### src/rtl/tile_reset_pkg.sv
// rtl/tile_reset_pkg.sv - shared types and constants for the tile reset sequencer
package tile_reset_pkg;

    localparam int N_DOMAINS_DEF = 7;

    localparam int CBUS     = 0;
    localparam int MBUS     = 1;
    localparam int FBUS     = 2;
    localparam int PBUS     = 3;
    localparam int SBUS1    = 4;
    localparam int SBUS0    = 5;
    localparam int IMPLICIT = 6;

    typedef enum logic [1:0] {
        IDLE   = 2'd0,
        HOLD   = 2'd1,
        SETTLE = 2'd2
    } seq_state_e;

endpackage

### src/rtl/reset_hold_counter.sv
// rtl/reset_hold_counter.sv - loadable down-counter timing reset hold and clock settle windows
module reset_hold_counter #(
    parameter int CNT_W = 16
) (
    input  logic             clock,
    input  logic             reset,
    input  logic             load,
    input  logic [CNT_W-1:0] load_val,
    input  logic             dec,
    output logic             zero
);

    logic [CNT_W-1:0] cnt_q;
    logic [CNT_W-1:0] cnt_d;

    // load wins over decrement; decrement saturates at zero
    always_comb begin
        cnt_d = cnt_q;
        if (load) begin
            cnt_d = load_val;
        end else if (dec && (cnt_q != '0)) begin
            cnt_d = cnt_q - 1'b1;
        end
    end

    // counter register
    always_ff @(posedge clock or negedge reset) begin
        if (!reset) begin
            cnt_q <= '0;
        end else begin
            cnt_q <= cnt_d;
        end
    end

    assign zero = (cnt_q == '0);

endmodule

### src/rtl/tile_reset_sequencer.sv
// rtl/tile_reset_sequencer.sv - applies per-domain reset requests one domain at a time with safe clock gating order
module tile_reset_sequencer
    import tile_reset_pkg::*;
#(
    parameter int N_DOMAINS     = N_DOMAINS_DEF,
    parameter int HOLD_CYCLES   = 16,
    parameter int SETTLE_CYCLES = 8,
    parameter int CNT_W         = 16
) (
    input  logic                 clock,
    input  logic                 reset,
    input  logic [N_DOMAINS-1:0] req_reset,
    output logic [N_DOMAINS-1:0] domain_reset,
    output logic [N_DOMAINS-1:0] domain_clk_en,
    output logic                 busy,
    output logic [2:0]           active_idx,
    output logic                 seq_done
);

    localparam logic [CNT_W-1:0] HOLD_LOAD   = CNT_W'(HOLD_CYCLES - 1);
    localparam logic [CNT_W-1:0] SETTLE_LOAD = CNT_W'(SETTLE_CYCLES - 1);

    seq_state_e           state_q, state_d;
    logic [N_DOMAINS-1:0] applied_q, applied_d;
    logic [N_DOMAINS-1:0] dom_rst_q, dom_rst_d;
    logic [N_DOMAINS-1:0] clk_en_q, clk_en_d;
    logic                 busy_q, busy_d;
    logic [2:0]           idx_q, idx_d;
    logic                 done_q, done_d;

    logic [N_DOMAINS-1:0] diff;
    logic [2:0]           sel;
    logic                 cnt_load;
    logic [CNT_W-1:0]     cnt_load_val;
    logic                 cnt_dec;
    logic                 cnt_zero;

    reset_hold_counter #(
        .CNT_W (CNT_W)
    ) u_cnt (
        .clock    (clock),
        .reset    (reset),
        .load     (cnt_load),
        .load_val (cnt_load_val),
        .dec      (cnt_dec),
        .zero     (cnt_zero)
    );

    // lowest mismatching domain gets serviced first
    always_comb begin
        diff = req_reset ^ applied_q;
        sel  = '0;
        for (int k = N_DOMAINS - 1; k >= 0; k--) begin
            if (diff[k]) begin
                sel = 3'(k);
            end
        end
    end

    // sequencing FSM: reset before gate on assert, ungate before release
    always_comb begin
        state_d      = state_q;
        applied_d    = applied_q;
        dom_rst_d    = dom_rst_q;
        clk_en_d     = clk_en_q;
        busy_d       = busy_q;
        idx_d        = idx_q;
        done_d       = 1'b0;
        cnt_load     = 1'b0;
        cnt_load_val = '0;
        cnt_dec      = 1'b0;
        case (state_q)
            IDLE: begin
                if (diff != '0) begin
                    idx_d    = sel;
                    busy_d   = 1'b1;
                    cnt_load = 1'b1;
                    if (req_reset[sel]) begin
                        dom_rst_d[sel] = 1'b1;
                        cnt_load_val   = HOLD_LOAD;
                        state_d        = HOLD;
                    end else begin
                        clk_en_d[sel]  = 1'b1;
                        cnt_load_val   = SETTLE_LOAD;
                        state_d        = SETTLE;
                    end
                end
            end
            HOLD: begin
                if (!cnt_zero) begin
                    cnt_dec = 1'b1;
                end else begin
                    clk_en_d[idx_q]  = 1'b0;
                    applied_d[idx_q] = 1'b1;
                    done_d           = 1'b1;
                    busy_d           = 1'b0;
                    idx_d            = '0;
                    state_d          = IDLE;
                end
            end
            SETTLE: begin
                if (!cnt_zero) begin
                    cnt_dec = 1'b1;
                end else begin
                    dom_rst_d[idx_q] = 1'b0;
                    applied_d[idx_q] = 1'b0;
                    done_d           = 1'b1;
                    busy_d           = 1'b0;
                    idx_d            = '0;
                    state_d          = IDLE;
                end
            end
            default: begin
                state_d = IDLE;
                busy_d  = 1'b0;
                idx_d   = '0;
            end
        endcase
    end

    // state and output registers; reset puts every domain in reset with clocks running
    always_ff @(posedge clock or negedge reset) begin
        if (!reset) begin
            state_q   <= IDLE;
            applied_q <= '1;
            dom_rst_q <= '1;
            clk_en_q  <= '1;
            busy_q    <= 1'b0;
            idx_q     <= '0;
            done_q    <= 1'b0;
        end else begin
            state_q   <= state_d;
            applied_q <= applied_d;
            dom_rst_q <= dom_rst_d;
            clk_en_q  <= clk_en_d;
            busy_q    <= busy_d;
            idx_q     <= idx_d;
            done_q    <= done_d;
        end
    end

    assign domain_reset  = dom_rst_q;
    assign domain_clk_en = clk_en_q;
    assign busy          = busy_q;
    assign active_idx    = idx_q;
    assign seq_done      = done_q;

endmodule
### config.mk
export PLATFORM = sky130hd
export DESIGN_NAME = tile_reset_sequencer
export DESIGN_NICKNAME = d
export VERILOG_FILES = /design/src/rtl/tile_reset_pkg.sv /design/src/rtl/reset_hold_counter.sv /design/src/rtl/tile_reset_sequencer.sv
export SDC_FILE = /design/constraint.sdc
export NUM_CORES = 1
export LEC_CHECK = 0
export BUFFER_PORTS_ARGS = -buffer_cell sky130_fd_sc_hd__buf_4
export CORE_UTILIZATION = 30
export DETAILED_ROUTE_END_ITERATION = 6
export PLACE_DENSITY_LB_ADDON = 0.08
export SYNTH_ARGS = -nofsm -noshare
export SYNTH_HDL_FRONTEND = slang
export SYNTH_HIERARCHICAL = 1
export SYNTH_SLANG_ARGS = --single-unit
### constraint.sdc
create_clock -name clock -period 3.1 [get_ports clock]
set_input_delay 0.155 -clock clock [delete_from_list [all_inputs] [get_ports clock]]
set_output_delay 0.155 -clock clock [all_outputs]
set_load 0.01 [all_outputs]
### Yosys cells after proc, flatten, opt, wreduce, memory -nomap -nowiden

Cells that the tools add are included.

* logic and storage cells: 90
* flip-flop bits (word level): 44

* muxes and demuxes: 45
* magnitude comparators: 4
* $add $sub $neg: 1
* equality and inequality tests: 8
* bitwise logic cells: 8
* reductions and logical operators: 16

Operator list (count)
* 7-bit two-way mux: 8
* 7-bit one-hot mux with 2 select lines: 3
* 16-bit two-way mux: 2
* 3-bit two-way mux: 9
* 7-bit AND: 3
* 7-bit OR: 3
* 16-bit logical NOT: 1
* 16-bit nonzero test: 1
* 16-bit by 1-bit subtractor with 16-bit output, second input constant: 1
* 4-bit two-way mux: 3
* 1-bit two-way mux: 11
* 2-bit != test, second input constant: 5
* 3-bit by 4-bit less-than comparator with 1-bit output, second input constant: 2
* 4-bit AND reduction: 2
* 2-bit nonzero test: 4
* 7-bit inverter: 1
* 7-bit nonzero test: 1
* 7-bit XOR: 1
* 1-bit demux with 3-bit select: 2
* 3-bit by 1-bit greater-or-equal comparator with 1-bit output, second input constant: 2
* 2-bit two-way mux: 3
* 3-bit one-hot mux with 2 select lines: 1
* 2-bit one-hot mux with 2 select lines: 1
* 1-bit binary-select mux with 3-bit select: 1
* 9 further kinds: 11

### Longest topological paths before layout

Gate-level depths: netlist (run 1).

* depth in word-level cells: 16
* gate-level depth with buffers: 11
* depth with buffers taken out: 10

### By module

Netlist (run 1), hierarchy kept.

Modules (own cells, without submodules)
* tile_reset_sequencer: instances 1, sequential area each 726.9 µm², area an instance 1814.2 µm², cells an instance 198
* reset_hold_counter: instances 1, sequential area each 400.4 µm², area an instance 1063.5 µm², cells an instance 124

### Worst setup path after synthesis (run 1)

OpenSTA, ideal clock, no wires.

* path type: register to register
* start point: register u_cnt.cnt_q[0]
* end point: register u_cnt.cnt_q[11]
* path slack: 450 ps
* period minus slack after synthesis: 2650 ps
* arrival: 2569 ps
* buffers on the path: 1
* cell stages (with the launch flop): 12
* data required time: 3018 ps
* cells stage by stage: dfrtp_1 > inv_1 > ha_1 > nor4b_1 > nand4_1 > inv_1 > nor2b_1 > clkbuf_1 > nor4b_1 > nand2_1 > or4_1 > a31oi_1

* cells in the longest elaborated chain, start to end: 5

RTL lines
* from (decl): RTL line reset_hold_counter.sv:13 `logic [CNT_W-1:0] cnt_q;`
* from (signal assigned): RTL line reset_hold_counter.sv:31 `cnt_q <= cnt_d;`
* 16-bit logical NOT: RTL line reset_hold_counter.sv:35 `assign zero = (cnt_q == '0);`
* named net cnt_zero: RTL line tile_reset_sequencer.sv:36 `logic cnt_zero;`
* 1-bit two-way mux: RTL line tile_reset_sequencer.sv:90, tile_reset_sequencer.sv:102
* 1-bit two-way mux
* named net cnt_dec: RTL line tile_reset_sequencer.sv:35 `logic cnt_dec;`
* 1-bit logical AND: RTL line reset_hold_counter.sv:21 `end else if (dec && (cnt_q != '0)) begin`
* 2-bit nonzero test (no source line)

The timed path passes the listed nets, and every way through them passes these cells. The select of a mux whose other input is x is not followed.
A chain may end at the register's enable or synchronous reset.

### Worst setup path in the final report (run 1)

* start point: register u_cnt.cnt_q[0]
* end point: register u_cnt.cnt_q[11]

* cells in the longest elaborated chain, start to end: 5

RTL lines (RTL line)
* 16-bit logical NOT: reset_hold_counter.sv:35
* named net cnt_zero: tile_reset_sequencer.sv:36
* 1-bit two-way mux: tile_reset_sequencer.sv:90, tile_reset_sequencer.sv:102
* 1-bit two-way mux
* 1-bit logical AND: reset_hold_counter.sv:21
* 2-bit nonzero test (no source line)

The timed path passes the listed nets, and every way through them passes these cells. The select of a mux whose other input is x is not followed.

==> results of run 1 <==
[what timing repair did]
| item | CTS | global route |
|---|---|---|
| endpoints found under the hold margin | 23 | 0 |
| gates resized for setup | 0 | 0 |
| hold buffers | 1 | 0 |
[cell families (layout without fill, tap and decap cells)]
| logic type | after synthesis | count (layout) |
|---|---|---|
| AO/OA/AOI/OAI | 93 | 93 |
| XOR/XNOR | 13 | 13 |
| buffers and inverters | 25 | 57 |
| AND/OR/NAND/NOR | 139 | 139 |
| other | 1 | 12 |
| multiplexers | 3 | 3 |
| adder cells (fa/ha/maj) | 4 | 4 |
| flip-flops | 44 | 44 |
[area by class of cell]
class	count	area share, %
Sequential cell	44	33.4
Clock buffer	8	2.37
Timing Repair Buffer	38	8.52
Tap cell	129	4.78
Inverter	11	1.22
Multi-Input combinational cell	264	49.7
[routing by layer]
layer | vias to the layer above | wire [um] | part of all wire, % | track usage (%)
li1 | 1263 | - | - | -
met1 | 1227 | 4310 | 53 | 25.9
met2 | 47 | 3590 | 44 | 26.0
met3 | 7 | 203 | 2.5 | 2.37
met4 | 0 | 95 | 1.2 | 6.00
met5 | - | 0 | 0 | 0
[synth_stat cells, types with 4 or more instances]
library cell   n
or4_1          6
o21ai_0       19
nor2_1        35
nor4_1        12
dfrtp_1       23
nand4_1        4
o21ai_1       14
nand3_1        6
nand2_1       31
xnor2_1        7
inv_1         11
dfstp_2       21
nor3_1         5
a21oi_1       11
a22o_1         4
nor4_2         5
nand3b_1       4
ha_1           4
and2_1         5
a31oi_1        9
xor2_1         4
o22ai_1        5
nor2b_1        4
o22a_1         7
clkbuf_1      10
or3_1          4
[tightest hold or removal path: cells and delay by family]
| kind | cells | cell delay [ps] |
|---|---|---|
| AOI/OAI and AO/OA | 2 | 120 |
| buffers and inverters | 1 | 110 |
| and+or+nand+nor | 2 | 140 |
| xor gates and xnor gates | 1 | 130 |
[per-stage QoR]
step           cell area (um^2)  instances  utilization (%)
4_1_cts                    3380        494             36.4
6_report                   3380        494             36.4
3_3_place_gp               3290        485             35.4
2_1_floorplan              2920        333                -
5_1_grt                    3380        494             36.4
3_5_place_dp               3290        485             35.4
[power groups by stage]
stage                     registers [mW]  clock network (mW)  logic [mW]
after floorplan                    0.975                   0       0.781
after global placement              1.04                   0        1.14
after detailed placement            1.04                   0        1.14
after CTS                           1.03               0.380        1.14
after global routing                1.07               0.394        1.28
final                               1.03               0.358        1.13
[path summary, 6_finish.rpt]
| kind | end | slack (ps) | depth (start not counted) |
|---|---|---|---|
| max | u_cnt/cnt_q[11] | 430 | 10 |
| min | domain_clk_en[1] | 370 | 6 |
| max reg2reg | u_cnt/cnt_q[11] | 430 | 10 |
| min reg2reg | domain_clk_en[1] | 500 | 2 |
| max in group asynchronous | asynchronous set/reset pin | 2300 | 2 |
| min in group asynchronous | u_cnt/cnt_q[9] | 410 | 2 |
==> results_dict.tcl, run 1 <==
set metrics [dict create \
    outcome "complete, no violations" \
    startpoint "u_cnt/cnt_q[0]" \
    crit_required_ps 3320 \
    wl_per_cell_um 16.6 \
    period_needed_ps 2670 \
    power_density_mw_per_mm2 747 \
    cp.arrival_ps 2890 \
    wirelength_um 8200 \
    die_area_mm2 0.00999 \
    hold_path_startpoint "req_reset[2]" \
    worstPathCellList "inv_1, ha_1, nor4b_1, nand4_1, inv_1, nor2b_1, nor4b_1, nand2_1, or4_1, a31oi_1" \
    htree_levels 2 \
    synth_top_area_cell "dfrtp_1" \
    fill_cells 1019 \
    synth_ff_type "dfrtp_1" \
    clkTransAtPathRegs_ps 80 \
    synth_xor_area_share_pct 4.48 \
    grt_max_degree 45 \
    pin_count 28 \
    timing.critical_path.buf_inv 2 \
    clk_path_buf_depth 2 \
    synthArstFlopShare_pct 100 \
    dp_hpwl_um 5970 \
    peakVddDrop_uv 262 \
    postSynthCellCount 322 \
    timing.fmax_mhz 375 \
    clock-root-buffer "clkbuf_8" \
    post_cts_buffers 0 \
    end_kind "flip-flop" \
    hold_ws_ps 371 \
    drtPass1Iterations 4 \
    synth_top_area_share_pct 20.0 \
    final_cell_mix "buf_4, nor2_1, nand2_1, dfrtp_1, dfstp_2" \
    rr_startpoint "u_cnt/cnt_q[0]" \
    fin_ws_ps 430 \
    ys_types 65 \
    core_area_mm2 0.00928 \
    grt_setup_unrepaired "false" \
    n_antenna_cell 0 \
    start_util_pct 31.0 \
    avgSynthCellArea_um2 8.94 \
    rows 35 \
    track_usage_pct 17.5 \
    ant_nets 0 \
    synth-compound-area-share_pct 22.8 \
    synthSimpleGateAreaFrac_pct 26.7 \
    critPathKind "flip-flop to flip-flop" \
    numCtsBuffers 5 \
    maxSlewViolCount 0 \
    grt_pass1_vias 2526 \
    drtIter0Drc 111 \
    setup_viol 0 \
    ys_seq_area_share_pct 39.2 \
    crit_fanout 7 \
    grt-ovfl-total 0 \
    final_nets 377 \
    combPwrFrac_pct 44.9 \
    gp_congestion 0.889 \
    vias 2544 \
    die_w_um 99.9 \
    drive_above_1_share_pct 23.3 \
    min_path_type "input pin to flip-flop" \
    clk_latency_ps 300 \
    synthAdderAreaFrac_pct 1.74 \
    p_leak_nw 1.27 \
    p_sw_share_pct 43.2 \
    drc 0 \
    layout_commonest_cell "buf_4" \
    synth_edf_count 0 \
    slew_headroom_pct 61.2 \
    drv_cap 0 \
    clkSinkCount 44 \
    power_switching_mw 1.09 \
    antenna_found_initial 0 \
    ys_ff_latch 44 \
    worstMarginPinSlew_ps 582 \
    cp_top_family "simple AND/OR/NAND/NOR gates" \
    cp_slowest_cell "or4_1" \
    muxShareOfSynthArea_pct 1.09 \
    syn-cell-area_mm2 0.00288 \
    synthTopCellsByArea "dfrtp_1, dfstp_2, nor2_1, nand2_1, o21ai_0" \
    ys_warn_count 6 \
    area_growth_pct 17.3 \
    die_h_um 99.9 \
    period_share_pct 86.1 \
    dp_slack_ps 447 \
    grt_pass1_wl_um 13500 \
    cts_tree "yes" \
    slowest_delay_ps 510 \
    power_mw 2.52 \
    critical_path.startpoint_type "flip-flop" \
    synth_top_family_by_area "simple AND/OR/NAND/NOR gates" \
    multi_input_area_mm2 0.00168 \
    p_seq_share_pct 40.9 \
    regArea_mm2 0.00113 \
    worst_clock_skew_ps 6.06 \
    port_buffers 27 \
    finalHoldViolations 0 \
    setup_tns_ps 0 \
    pwr-share-clk_pct 14.2 \
    post_drt_via_cell_ratio 5.15 \
    intPower_mw 1.43 \
]
Power figures use the tool's default switching activity.
==> run 2: changes to the inputs <==
--- a/config.mk
+++ b/config.mk
@@ -6,9 +6,11 @@
 export NUM_CORES = 1
 export LEC_CHECK = 0
 export BUFFER_PORTS_ARGS = -buffer_cell sky130_fd_sc_hd__buf_4
+export CELL_PAD_IN_SITES_DETAIL_PLACEMENT = 2
+export CELL_PAD_IN_SITES_GLOBAL_PLACEMENT = 2
 export CORE_UTILIZATION = 30
 export DETAILED_ROUTE_END_ITERATION = 6
-export PLACE_DENSITY_LB_ADDON = 0.08
+export PLACE_DENSITY = 0.78
 export SYNTH_ARGS = -nofsm -noshare
 export SYNTH_HDL_FRONTEND = slang
 export SYNTH_HIERARCHICAL = 1
==> run 2 against run 1 <==
Net effect: wire length increased by 14%; register-to-register slack got worse by 50 ps; first-iteration DRC count decreased by 42%; via count increased by 6.7%; sequential share of layout area about the same; global-route usage increased by 2.8 points.
==> results_dict.tcl, run 2 (synthesis results as in run 1) <==
set metrics [dict create \
    peakVddDrop_uv 290 \
    p_leak_nw 1.28 \
    top_layer "met4" \
    drv_cap 0 \
    port_buffers 27 \
    cts_resized 0 \
    clock-root-buffer "clkbuf_8" \
    rr_startpoint "u_cnt/cnt_q[0]" \
    start_util_pct 31.0 \
    numCtsBuffers 5 \
    cts_tree "yes" \
    critical_path.startpoint_type "flip-flop" \
    setup_viol 0 \
    worstPathCellList "inv_1, ha_1, nor4b_1, nand4_1, inv_1, nor2b_1, nor4b_1, nand2_1, or4_1, a31oi_1" \
    finalHoldViolations 0 \
    crit_fanout 7 \
    maxSlewViolCount 0 \
    post_drt_via_cell_ratio 5.50 \
    intPower_mw 1.43 \
    drive_above_1_share_pct 23.6 \
    gp_congestion 0.866 \
    clk_latency_ps 310 \
    grt_pass1_wl_um 15600 \
    die_w_um 99.9 \
    fill_cells 1074 \
    final_cell_mix "buf_4, nor2_1, nand2_1, dfrtp_1, dfstp_2" \
    dpl-instance-area_mm2 0.00329 \
    vias 2715 \
    grt_setup_unrepaired "false" \
    htree_levels 2 \
    worst_clock_skew_ps 17.4 \
    die_h_um 99.9 \
    drc 0 \
    min_path_type "input pin to asynchronous set/reset pin" \
    wl_per_cell_um 19.0 \
    setup_tns_ps 0 \
    die_area_mm2 0.00999 \
    reg2reg_slack_ps 380 \
    end_kind "flip-flop" \
    layout_commonest_cell "buf_4" \
    antenna_found_initial 0 \
    n_antenna_cell 0 \
    cp_slowest_cell "or4_1" \
    p_sw_share_pct 44.7 \
    slowest_delay_ps 520 \
    worstMarginPinSlew_ps 587 \
    p_seq_share_pct 40.3 \
    clkSinkCount 44 \
    outcome "complete, no violations" \
    wirelength_um 9390 \
    critPathKind "flip-flop to flip-flop" \
    combPwrFrac_pct 45.5 \
    dp_hpwl_um 6910 \
    reg2reg_depth 10 \
    clk_path_buf_depth 2 \
    slew_headroom_pct 60.9 \
    crit_required_ps 3320 \
    pin_count 28 \
    area_growth_pct 17.4 \
    timing.fmax_mhz 367 \
    clkTransAtPathRegs_ps 100 \
    grt_pass1_vias 2927 \
    track_usage_pct 20.3 \
    pwr-share-clk_pct 14.2 \
    wl_met3_um 224 \
    rows 35 \
    period_needed_ps 2720 \
    stdcell_area_mm2 0.00338 \
    power_switching_mw 1.15 \
    period_share_pct 87.9 \
    power_density_mw_per_mm2 765 \
    grt-ovfl-total 0 \
    grt_max_degree 45 \
    wl_met2_um 4640 \
    drtPass1Iterations 4 \
    ant_nets 0 \
    drtIter0Drc 64 \
    cp.arrival_ps 2950 \
    post-route-util_pct 36.4 \
    core_area_mm2 0.00928 \
    final_nets 377 \
    met1_length_um 4350 \
    rr_endpoint "u_cnt/cnt_q[11]" \
]
## run 2: changes by cell type in the layout (fill, tap and decap cells not counted)
cell | before | now
clkinv_2 | 0 | 1
clkbuf_1 | 3 | 2
## run 2: metal layers
layer	GRT usage, %	vias up
met3	2.99	15
met4	6.56	0
li1	-	1271
met1	25.9	1386
met5	0	-
met2	35.2	43
## run 2: worst max path at each step
stage | startpoint | endpoint | slack (ps) | cells past startpoint
2_1_floorplan | u_cnt/cnt_q[0] | u_cnt/cnt_q[11] | 450 | 11
5_1_grt | u_cnt/cnt_q[0] | u_cnt/cnt_q[8] | 150 | 11
3_5_place_dp | u_cnt/cnt_q[0] | u_cnt/cnt_q[11] | 430 | 10
4_1_cts | u_cnt/cnt_q[0] | u_cnt/cnt_q[6] | 370 | 11
6_report | u_cnt/cnt_q[0] | u_cnt/cnt_q[11] | 380 | 10
3_3_place_gp | u_cnt/cnt_q[0] | u_cnt/cnt_q[8] | 600 | 11
## run 2: worst max-delay path, delay by kind of cell, from the launching register on
kind | cells | cell delay [ps]
AND/OR/NAND/NOR | 6 | 1640
flip-flops | 1 | 390
adder cells (fa/ha/maj) | 1 | 250
buffers and inverters | 2 | 210
AO/OA/AOI/OAI | 1 | 160
## run 2: area by class of cell
type | count | area [um^2] | area share (%)
Inverter | 11 | 41.3 | 1.22
Tap cell | 129 | 161 | 4.78
Multi-Input combinational cell | 264 | 1680 | 49.7
Timing Repair Buffer | 38 | 288 | 8.52
Sequential cell | 44 | 1130 | 33.4
Clock buffer | 7 | 76.3 | 2.26
Clock inverter | 1 | 5.00 | 0.148
## run 2: through the flow
stage	instances	hold WS (ps)	setup slack, ps	power, mW
6_report	494	389	376	2.58
5_1_grt	494	394	150	2.78
2_1_floorplan	333	-141	450	1.76
3_5_place_dp	485	200	426	2.22
4_1_cts	494	385	373	2.61
3_3_place_gp	485	199	601	2.14
## run 2: timing repair
| item | 4_1_cts | 5_1_grt |
|---|---|---|
| hold buffers | 1 | 0 |
| buffers inserted | 0 | 0 |
| hold endpoints to repair | 23 | 0 |
## run 2: power groups by stage
stage	Clock, mW	Combinational (mW)	Sequential [mW]
final	0.367	1.17	1.04
after global routing	0.396	1.31	1.08
after CTS	0.381	1.19	1.04
after detailed placement	0	1.18	1.04
after global placement	0	1.11	1.03
after floorplan	0	0.781	0.975
==> run 3: changes to the inputs <==
--- a/config.mk
+++ b/config.mk
@@ -8,6 +8,7 @@
 export BUFFER_PORTS_ARGS = -buffer_cell sky130_fd_sc_hd__buf_4
 export CELL_PAD_IN_SITES_DETAIL_PLACEMENT = 2
 export CELL_PAD_IN_SITES_GLOBAL_PLACEMENT = 2
+export CORE_MARGIN = 2
 export CORE_UTILIZATION = 30
 export DETAILED_ROUTE_END_ITERATION = 6
 export PLACE_DENSITY = 0.78
==> constraint.sdc (replaced) <==
create_clock -name clock -period 3.48 [get_ports clock]
set_input_delay 0.174 -clock clock [delete_from_list [all_inputs] [get_ports clock]]
set_output_delay 0.174 -clock clock [all_outputs]
set_load 0.01 [all_outputs]
==> run 3 against run 2 <==
Net effect: global-route usage decreased by 0.70 points; register-to-register slack barely moved; sequential power decreased by 11%; sequential share of layout area hardly changed; worst hold slack improved by 7.1 ps; flip-flop and latch count did not move; clock skew decreased by 12 ps; setup slack improved by 6.5 ps; non-clock buffer count is 3 lower; clock power is 1% higher; cell area shrank 0.11%; largest cell class unchanged; largest power group unchanged; highest routed layer unchanged.
==> results_dict.tcl, run 3 (synthesis results as in run 1) <==
set metrics [dict create \
    start_util_pct 31.0 \
    grt_setup_unrepaired "false" \
    fill_cells 1075 \
    p_leak_nw 1.27 \
    critPathKind "flip-flop to flip-flop" \
    clk_latency_ps 310 \
    antenna_found_initial 0 \
    ant_nets 0 \
    drtIter0Drc 98 \
    dpl-instance-area_mm2 0.00326 \
    drc 0 \
    power_density_mw_per_mm2 691 \
    final_nets 374 \
    timing.fmax_mhz 323 \
    final_cell_mix "nor2_1, buf_4, nand2_1, dfrtp_1, dfstp_2" \
    dp_hpwl_um 7040 \
    die_w_um 102 \
    stdcell_area_mm2 0.00337 \
    numCtsBuffers 5 \
    finalHoldViolations 0 \
    rows 35 \
    layoutNonFillerInstCount 491 \
    post_drt_via_cell_ratio 5.46 \
    maxSlewViolCount 0 \
    n_antenna_cell 0 \
    power_mw 2.33 \
    worstMarginPinSlew_ps 648 \
    setup_tns_ps 0 \
    drtPass1Iterations 4 \
    regArea_mm2 0.00113 \
    port_buffers 27 \
    layout_commonest_cell "nor2_1" \
    clock-root-buffer "clkbuf_8" \
    grt_pass1_vias 2985 \
    cts_resized 0 \
    peakVddDrop_uv 352 \
    period_needed_ps 3100 \
    rr_startpoint "u_cnt/cnt_q[0]" \
    htree_levels 2 \
    grt_pass1_wl_um 16000 \
    drive_above_1_share_pct 23.2 \
    grt-ovfl-total 0 \
    end_kind "flip-flop" \
    setup_viol 0 \
    outcome "complete, no violations" \
    fin_ws_ps 382 \
    dp_slack_ps 513 \
    grt_max_degree 45 \
    wl_per_cell_um 19.1 \
    slew_headroom_pct 56.2 \
    multi_input_area_mm2 0.00168 \
    vias 2679 \
    track_usage_pct 19.6 \
    drv_cap 0 \
    clk_path_buf_depth 2 \
    clkTransAtPathRegs_ps 90 \
    wirelength_um 9390 \
    worst_clock_skew_ps 5.55 \
    core_area_mm2 0.00928 \
    critical_path.startpoint_type "flip-flop" \
    crit_required_ps 3710 \
    gp_congestion 0.839 \
    clkSinkCount 44 \
    min_path_type "input pin to flip-flop" \
    period_share_pct 89.0 \
    post_cts_buffers 0 \
    hold_path_startpoint "req_reset[3]" \
    place_inst 482 \
    crit_fanout 7 \
    cp.arrival_ps 3330 \
    cts_tree "yes" \
    pin_count 28 \
    die_area_mm2 0.0104 \
    hold_buffers 1 \
    area_growth_pct 17.3 \
    die_h_um 102 \
    startpoint "u_cnt/cnt_q[0]" \
]
[run 3: worst paths after layout]
path | endpoint | slack, ps | cells past startpoint
worst max-delay path | u_cnt/cnt_q[11] | 380 | 10
worst min-delay path | domain_reset[1] | 400 | 4
worst max register to register | u_cnt/cnt_q[11] | 380 | 10
worst min register to register | domain_reset[5] | 500 | 2
max in group asynchronous | active_idx[2] | 2650 | 2
min in group asynchronous | active_idx[0] | 410 | 2
[run 3: per-stage QoR]
step,hold WS (ps),util [%]
after floorplan,-122,-
after global placement,221,35.2
after detailed placement,222,35.2
after CTS,384,36.3
after global routing,432,36.3
final,396,36.3
[run 3: power by group]
group / total [mW] / switching [mW] / internal [mW]
Sequential: 0.921 / 0.220 / 0.701
Clock: 0.371 / 0.189 / 0.182
Combinational: 1.04 / 0.617 / 0.423
Total: 2.33 / 1.03 / 1.31
[run 3: cell type report]
cell class / count / share of cell area, %
Multi-Input combinational cell: 264 / 49.8
Inverter: 11 / 1.22
Timing Repair Buffer: 35 / 7.86
Tap cell: 129 / 4.78
Clock buffer: 8 / 2.97
Sequential cell: 44 / 33.4
[run 3: worst max-delay path: stages, from the launching register on]
cell     delay [ps]
dfrtp_1         380
inv_1            90
ha_1            230
nor4b_1         190
nand4_1         220
inv_1           150
nor2b_1         320
nor4b_1         490
nand2_1         260
or4_1           510
a31oi_1         190
[run 3: routing by layer]
metal | GRT usage (%) | up-vias | routed length, um
li1 | - | 1257 | -
met1 | 27.0 | 1374 | 4590
met2 | 32.8 | 36 | 4460
met3 | 2.19 | 12 | 214
met4 | 5.33 | 0 | 132
met5 | 0 | - | 0
